===== src/rtl/otter_pipe_pkg.sv =====
// Shared OTTER pipeline types and constants.
// Used by the hazard controller and its helpers.
package otter_pipe_pkg;

  localparam int REG_ADDR_W = 5;

  localparam logic [REG_ADDR_W-1:0] REG_X0 = '0;

  typedef enum logic [1:0] {
    HZ_RUN,
    HZ_MEM_WAIT,
    HZ_ERR_FLUSH
  } hz_state_t;

endpackage


===== src/rtl/otter_sat_counter.sv =====
// Saturating event counter with synchronous active-low clear.
// Holds at all-ones instead of wrapping.
module otter_sat_counter #(
  parameter int W = 32
) (
  input  logic         CLK,
  input  logic         RST_N,
  input  logic         INC,
  output logic [W-1:0] CNT
);

  logic [W-1:0] cnt_q;
  logic [W-1:0] cnt_d;

  always_comb begin
    cnt_d = cnt_q;
    if (INC && (cnt_q != '1)) begin
      cnt_d = cnt_q + 1'b1;
    end
  end

  always_ff @(posedge CLK) begin
    if (!RST_N) begin
      cnt_q <= '0;
    end else begin
      cnt_q <= cnt_d;
    end
  end

  assign CNT = cnt_q;

endmodule


===== src/rtl/otter_hazard_ctrl.sv =====
// OTTER hazard controller: load-use, redirect and memory-wait sequencing.
// Drives stage enables/flushes and keeps stall/flush counters.
module otter_hazard_ctrl #(
  parameter int REG_ADDR_W  = otter_pipe_pkg::REG_ADDR_W,
  parameter int MEM_TIMEOUT = 64,
  parameter int PERF_W      = 32
) (
  input  logic                  CLK,
  input  logic                  RST_N,
  input  logic [REG_ADDR_W-1:0] ID_RS1,
  input  logic [REG_ADDR_W-1:0] ID_RS2,
  input  logic                  ID_RS1_USED,
  input  logic                  ID_RS2_USED,
  input  logic [REG_ADDR_W-1:0] EX_RD,
  input  logic                  EX_MEMREAD,
  input  logic                  EX_BR_TAKEN,
  input  logic                  MEM_REQ,
  input  logic                  MEM_ACK,
  output logic                  PC_WE,
  output logic                  IF_ID_WE,
  output logic                  ID_EX_WE,
  output logic                  EX_MEM_WE,
  output logic                  IF_ID_FLUSH,
  output logic                  ID_EX_FLUSH,
  output logic                  MEM_WB_FLUSH,
  output logic                  MEM_ERR,
  output logic [PERF_W-1:0]     STALL_CNT,
  output logic [PERF_W-1:0]     FLUSH_CNT
);

  import otter_pipe_pkg::*;

  localparam int WCNT_W = $clog2(MEM_TIMEOUT);
  localparam logic [WCNT_W-1:0] WAIT_LAST = WCNT_W'(MEM_TIMEOUT - 1);
  localparam logic [REG_ADDR_W-1:0] RD_X0 = REG_ADDR_W'(REG_X0);

  hz_state_t         state_q;
  hz_state_t         state_d;
  logic [WCNT_W-1:0] wait_q;
  logic [WCNT_W-1:0] wait_d;

  logic rs1_hit;
  logic rs2_hit;
  logic load_use;

  assign rs1_hit  = ID_RS1_USED && (EX_RD == ID_RS1);
  assign rs2_hit  = ID_RS2_USED && (EX_RD == ID_RS2);
  assign load_use = EX_MEMREAD && (EX_RD != RD_X0) && (rs1_hit || rs2_hit);

  always_comb begin
    state_d      = state_q;
    wait_d       = '0;
    PC_WE        = 1'b1;
    IF_ID_WE     = 1'b1;
    ID_EX_WE     = 1'b1;
    EX_MEM_WE    = 1'b1;
    IF_ID_FLUSH  = 1'b0;
    ID_EX_FLUSH  = 1'b0;
    MEM_WB_FLUSH = 1'b0;
    MEM_ERR      = 1'b0;

    unique case (state_q)
      HZ_RUN: begin
        if (MEM_REQ && !MEM_ACK) begin
          PC_WE        = 1'b0;
          IF_ID_WE     = 1'b0;
          ID_EX_WE     = 1'b0;
          EX_MEM_WE    = 1'b0;
          MEM_WB_FLUSH = 1'b1;
          state_d      = HZ_MEM_WAIT;
        end else if (EX_BR_TAKEN) begin
          IF_ID_FLUSH = 1'b1;
          ID_EX_FLUSH = 1'b1;
        end else if (load_use) begin
          PC_WE       = 1'b0;
          IF_ID_WE    = 1'b0;
          ID_EX_FLUSH = 1'b1;
        end
      end
      HZ_MEM_WAIT: begin
        PC_WE     = 1'b0;
        IF_ID_WE  = 1'b0;
        ID_EX_WE  = 1'b0;
        EX_MEM_WE = 1'b0;
        if (MEM_ACK) begin
          state_d = HZ_RUN;
        end else begin
          MEM_WB_FLUSH = 1'b1;
          if (wait_q == WAIT_LAST) begin
            MEM_ERR = 1'b1;
            state_d = HZ_ERR_FLUSH;
          end else begin
            wait_d = wait_q + 1'b1;
          end
        end
      end
      HZ_ERR_FLUSH: begin
        IF_ID_FLUSH  = 1'b1;
        ID_EX_FLUSH  = 1'b1;
        MEM_WB_FLUSH = 1'b1;
        state_d      = HZ_RUN;
      end
      default: begin
        state_d = HZ_RUN;
      end
    endcase

    // Reset holds the whole pipeline empty regardless of state
    if (!RST_N) begin
      PC_WE        = 1'b0;
      IF_ID_WE     = 1'b0;
      ID_EX_WE     = 1'b0;
      EX_MEM_WE    = 1'b0;
      IF_ID_FLUSH  = 1'b1;
      ID_EX_FLUSH  = 1'b1;
      MEM_WB_FLUSH = 1'b1;
      MEM_ERR      = 1'b0;
    end
  end

  always_ff @(posedge CLK) begin
    if (!RST_N) begin
      state_q <= HZ_RUN;
      wait_q  <= '0;
    end else begin
      state_q <= state_d;
      wait_q  <= wait_d;
    end
  end

  otter_sat_counter #(
    .W(PERF_W)
  ) u_stall_cnt (
    .CLK  (CLK),
    .RST_N(RST_N),
    .INC  (!PC_WE),
    .CNT  (STALL_CNT)
  );

  otter_sat_counter #(
    .W(PERF_W)
  ) u_flush_cnt (
    .CLK  (CLK),
    .RST_N(RST_N),
    .INC  (IF_ID_FLUSH),
    .CNT  (FLUSH_CNT)
  );

endmodule

===== config.mk =====
export PLATFORM = sky130hd
export DESIGN_NAME = otter_hazard_ctrl
export DESIGN_NICKNAME = d
export VERILOG_FILES = /design/src/rtl/otter_pipe_pkg.sv /design/src/rtl/otter_sat_counter.sv /design/src/rtl/otter_hazard_ctrl.sv
export SDC_FILE = /design/constraint.sdc
export NUM_CORES = 1
export LEC_CHECK = 0
export CORE_UTILIZATION = 60
export CTS_CLUSTER_SIZE = 8
export DETAILED_ROUTE_END_ITERATION = 8
export DONT_BUFFER_PORTS = 1
export PLACE_DENSITY = 0.87
export SLEW_MARGIN = 20
export SYNTH_ARGS = -nofsm -noshare
export SYNTH_HDL_FRONTEND = slang
export SYNTH_HIERARCHICAL = 1
export SYNTH_SLANG_ARGS = --single-unit

===== constraint.sdc =====
create_clock -name CLK -period 5.25 [get_ports CLK]
set_clock_uncertainty 0.05 [all_clocks]
set_input_delay 0.2625 -clock CLK [delete_from_list [all_inputs] [get_ports CLK]]
set_output_delay 0.2625 -clock CLK [all_outputs]
set_load 0.05 [all_outputs]

[Word-level counts from Yosys, hierarchy flattened]
Cells that the tools add are included.
Cells by class
  multipliers: 0
  $add $sub $neg: 3
  shifts and indexed selects: 0
  muxes and demuxes: 29
  equality and inequality tests: 9
  $lt $le $gt $ge: 0
  reduce and logical (&&, ||, !) cells: 14
  divide/modulo/power cells: 0
  bitwise operators: 2
Operators by type and width (count)
  32-bit by 1-bit adder with 32-bit output, second input constant: 2
  32-bit inequality test, second input constant: 2
  1-bit two-way mux: 20
  5-bit equality test: 2
  1-bit case mux with 2 select lines: 4
  1-bit logical AND: 7
  6-bit by 1-bit adder with 6-bit output, second input constant: 1
  6-bit equality test, second input constant: 1
  2-bit two-way mux: 3
  5-bit nonzero test: 1
  2-bit case mux with 2 select lines: 1
  4-bit OR reduction: 1
  3-bit inequality test, second input constant: 1
  1-bit case mux with 3 select lines: 1
  2-bit by 1-bit equality test with 1-bit output, second input constant: 1
  2-bit equality test, second input constant: 1
  1-bit zero test: 2
  2-bit zero test: 1
  2-bit inequality test, second input constant: 1
  1-bit inverter: 2
  2-bit AND reduction: 1
  1-bit logical OR: 1
Storage, ports and cells
  memories: 0
  bits of input ports: 23
  output and inout bits: 72
  register bits after elaboration: 72
  RAM bits: 0
  memory bits (read-only): 0
  word-level logic and storage cells: 61
  bits in latches: 0

[Logic depth before layout (Yosys ltp)]
  word-level depth: 11
  gate-level depth with buffers: 10
  gate-level depth less buffers: 9

[Modules after synthesis]
The synthesis kept the hierarchy.
By module, submodules not included
  otter_sat_counter: cells an instance 200, sequential area each 640.6 um^2, times used 2, area an instance 1704.1 um^2
  otter_hazard_ctrl: cells an instance 66, sequential area each 160.2 um^2, times used 1, area an instance 541.8 um^2

[Worst setup path before layout]
No wires, ideal clock.
  path type: input to register
  from: input MEM_ACK
  to: register u_flush_cnt.cnt_q[31] (netlist: u_flush_cnt/CNT[31])
  cell stages on the path: 8
  setup time: 70 ps
  slack: 1507 ps
  data required time: 5130 ps
  buffers on the path: 0
  arrival: 3623 ps
  cells stage by stage: nand2b_1 -> a21oi_1 -> o21ai_0 -> nand4_1 -> or4_4 -> or3_1 -> or4_1 -> a21oi_1
Between the ends
  cells in the longest elaborated chain, start to end: 6
RTL lines
  start: declaration: RTL line otter_hazard_ctrl.sv:18  | input logic MEM_ACK,
  1-bit zero test: RTL line otter_hazard_ctrl.sv:64  | if (MEM_REQ && !MEM_ACK) begin
  1-bit logical AND: RTL line otter_hazard_ctrl.sv:64
  1-bit two-way mux: RTL line otter_hazard_ctrl.sv:64
  1-bit case mux with 2 select lines: RTL line otter_hazard_ctrl.sv:62  | unique case (state_q)
  1-bit two-way mux: RTL line otter_hazard_ctrl.sv:109  | if (!RST_N) begin
  net IF_ID_FLUSH: RTL line otter_hazard_ctrl.sv:23  | output logic IF_ID_FLUSH,
  1-bit logical AND: RTL line otter_sat_counter.sv:17  | if (INC && (cnt_q != '1)) begin
  end signal: assignment: RTL line otter_sat_counter.sv:26  | cnt_q <= cnt_d;
  end: declaration: RTL line otter_sat_counter.sv:12  | logic [W-1:0] cnt_q;
The timed path passes the listed nets, and every way through them passes these cells.
A chain may end at the register's enable or synchronous reset.

[Worst setup path after layout]
  from: register state_q[1]
  to: register u_stall_cnt.cnt_q[31] (netlist: u_stall_cnt/CNT[31])
Between the ends
  cells in the longest elaborated chain, start to end: 5
  elaborated cells between the ends (all ways): 6
  classes of those cells: eq/ne (1); mux (2); reduce/logical (3)
RTL lines
  start: declaration: RTL line otter_hazard_ctrl.sv:37  | hz_state_t state_q;
  start signal: assignment: RTL line otter_hazard_ctrl.sv:126  | state_q <= state_d;
  2-bit by 1-bit equality test with 1-bit output or 2-bit zero test (tied branches): RTL line otter_hazard_ctrl.sv:62
  1-bit case mux with 2 select lines *: RTL line otter_hazard_ctrl.sv:62
  1-bit two-way mux *: RTL line otter_hazard_ctrl.sv:109
  1-bit zero test *: RTL line otter_hazard_ctrl.sv:136  | .INC (!PC_WE),
  1-bit logical AND *: RTL line otter_sat_counter.sv:17
  end signal: assignment: RTL line otter_sat_counter.sv:26
  end: declaration: RTL line otter_sat_counter.sv:12
Mark *: on every way between the ends. The rest lies on a longest branch, timed or not.

==> run summary <==
Status: completed
CP Class: register to register
Ant diodes: 0
Rel. slew slack: 28.1%
Tot GR Track Use: 28.9%
Initial DRT Pass Iterations: 5
Synth Net Count: 492
Synth async-reset ratio: 0%
Post-synthesis cell type count: 46
Final min period: 3.40 ns
Postcts setup bufs: 0
Worst skew pair latency: 0.35 ns
Row count: 29
Synth Cell Area: 0.00395 sq mm
Post-synth EDFFs: 0
Die height: 83.1 um
Class of the worst hold path: input pin to register
Max-slew violation count: 0
CTS Buf Count: 9
Sequential fraction of the synthesis area: 36.5%
Die outline width: 83.1 um
Routed len/inst: 18.1 um
Reg2Reg Setup Slack: 1.85 ns
Total power divided by cell area: 250 mW/mm^2
Routed WL: 9770 um
Clock Sinks: 72
Avg Vias per Cell: 6.86
Post-synth top cells: dfxtp_1 (72), nand2_1 (34), a21oi_1 (32)
CP endpoint kind: register
CP required: 5.47 ns
Crit path from: state_q[1]
Placer Congestion: 0.846
Vias: 3703
Drc violations: 0
Clock power frac: 38.7%
Initial Util: 62.2%
Leading post-synthesis cells by cell area: dfxtp_1 (36%), o31ai_1 (4.2%), or4_1 (4.2%)
Die ar.: 0.00691 sq mm
Number of global-route vias before repair: 3380
Total chip power: 1050 uW
Final net count: 484
Logic pwr share: 6.0%
Main flop type after synthesis: dfxtp_1
Area delta synth->final: 6.02%
Layout cells sized above 1: 8.86%
Setup violations, final: 0
Pin count of the biggest net entering global routing: 41
CTS Buffer Depth: 2
CP Max Fanout: 12
Sw Share: 27.6%
Post-Route Setup TNS: 0 ns
GRT overflow: 0
Reg area: 0.00144 sq mm
RSZ-0062 raised after global routing: no
Critical Path Source Type: register
RR Startpoint: state_q[1]
Flops & latches, synth: 72
Post-CTS Resized: 0
I/O Buffers: 0
Synth area leader: dfxtp_1
Seq pwr share: 55.3%
CP endpoint: u_stall_cnt/CNT[31]
Post-route ant nets: 0
Most frequent cell after synthesis: dfxtp_1
Pint: 757 uW
TritonCTS clock tree: yes
Post-DP Area: 0.00398 sq mm
Maxcap violations: 0
Max VDD drop: 0.242 mV
Post-synth top area share: 36.5%
Clock Tree Root: clkbuf_8
Measured slew at the worst slew-check pin: 1.08 ns
Multi-input gate area: 0.00237 sq mm
Fmax achieved: 294 MHz
Reg2reg path depth: 8
Critical R2R Capture: u_stall_cnt/CNT[31]
Htree depth: 3
First-pass GRT wire length: 16300 um
Hold Fails Final Rpt: 0
Reg clk slew, reported paths: 0.09 ns
Yosys warns: 6
Final instance area: 0.00419 sq mm
Final HPWL DP: 6880 um
Io pins: 95
Initial antenna violation count: 0
Leakage power: 0.00126 uW
Avg Synthesized Cell Area: 8.48 sq um
DRT iter0 DRCs: 280
Tcrit/Tclk final: 64.7%
CORE AREA: 0.00635 sq mm
Fillcell total: 532
Mapped Cells: 466
CP arrival: 3.61 ns
Net Switching: 289 uW
Post-CTS Hold Fix Bufs: 2
per-layer routing:
metal / global-route usage [%] / share of wire, % / vias to the layer above
li1: - / - / 1763
met1: 35.2 / 43 / 1761
met2: 47.0 / 47 / 158
met3: 10.3 / 8.6 / 21
met4: 10.0 / 1.5 / 0
met5: 0 / 0 / -
critical path, cell delays in order, from the launching register on:
cell	delay [ns]
dfxtp_1	0.37
nor2_1	0.15
nand4b_1	0.16
o21ai_0	0.51
nand4_1	0.49
or4_4	0.66
or3_1	0.39
or4_1	0.40
a21oi_1	0.14
state kept, by name, indices dropped and copies added (netlist names):
register / flops
u_flush_cnt/CNT: 32
u_stall_cnt/CNT: 32
wait_q: 6
state_q: 2
layout make-up:
cell class              count  area share (%)
clock buffers              10            3.29
clock inverters             6            1.05
inverters                   9           0.807
multi-input cells         359            56.7
flip-flops and latches     72            34.4
well taps                  77            2.30
repair buffers              7            1.43
cell usage in the layout, fill, tap and decap left out, types with 4 or more instances in the layout:
master	n
mux2i_1	14
nand4_1	19
nand3_1	27
inv_1	8
nand2b_1	19
nor2_1	28
nor3_1	8
nor4_1	12
o211ai_1	4
and3_1	7
and2_1	4
a21oi_1	32
or4_1	22
clkbuf_8	10
xor2_1	12
o31ai_1	22
o41ai_1	7
o21ai_0	7
and4_1	12
nand3_2	4
nand2_1	34
or3_1	10
dfxtp_1	72
o311ai_0	4
buf_4	4
xnor2_1	12
or4_4	5
clkinvlp_4	4
through the flow:
| stage | std cells | setup WS, ns | utilization (%) | hold slack (ns) |
|---|---|---|---|---|
| after floorplan | 466 | 1.51 | - | 0.368 |
| after global placement | 521 | 1.83 | 62.6 | 0.333 |
| after detailed placement | 521 | 1.74 | 62.6 | 0.342 |
| after CTS | 539 | 1.92 | 65.8 | 0.00112 |
| after global routing | 540 | 1.69 | 66.0 | 0.0124 |
| final | 540 | 1.85 | 66.0 | 0.0115 |
cells by family (layout without fill, tap and decap cells):
family	count (synthesis)	after routing	share of synthesized area (%)
AND/OR/NAND/NOR	221	221	32.9
AO/OA/AOI/OAI	97	97	17.0
flip-flops	72	72	36.5
buffers and inverters	35	32	3.77
XOR/XNOR	24	24	5.32
multiplexers	14	14	3.55
adder cells (fa/ha/maj)	3	3	0.950
worst min path at each step:
stage,slack [ns],to,start,depth (start not counted)
final,0.01,u_stall_cnt/CNT[26],RST_N,2
after global routing,0.01,u_flush_cnt/CNT[26],RST_N,2
after CTS,0.001,u_flush_cnt/CNT[14],RST_N,2
after detailed placement,0.34,u_stall_cnt/CNT[6],RST_N,1
after global placement,0.33,u_stall_cnt/CNT[6],RST_N,1
after floorplan,0.37,wait_q[0],wait_q[0],1
power by group through the flow:
stage	clock, uW	combinational (uW)	sequential (uW)
global route	435	68.8	579
finish	405	62.6	578
floorplan	0	55.3	589
global placement	0	57.8	590
CTS	411	62.0	578
detailed placement	0	59.9	591
Power figures use the tool's default switching activity.
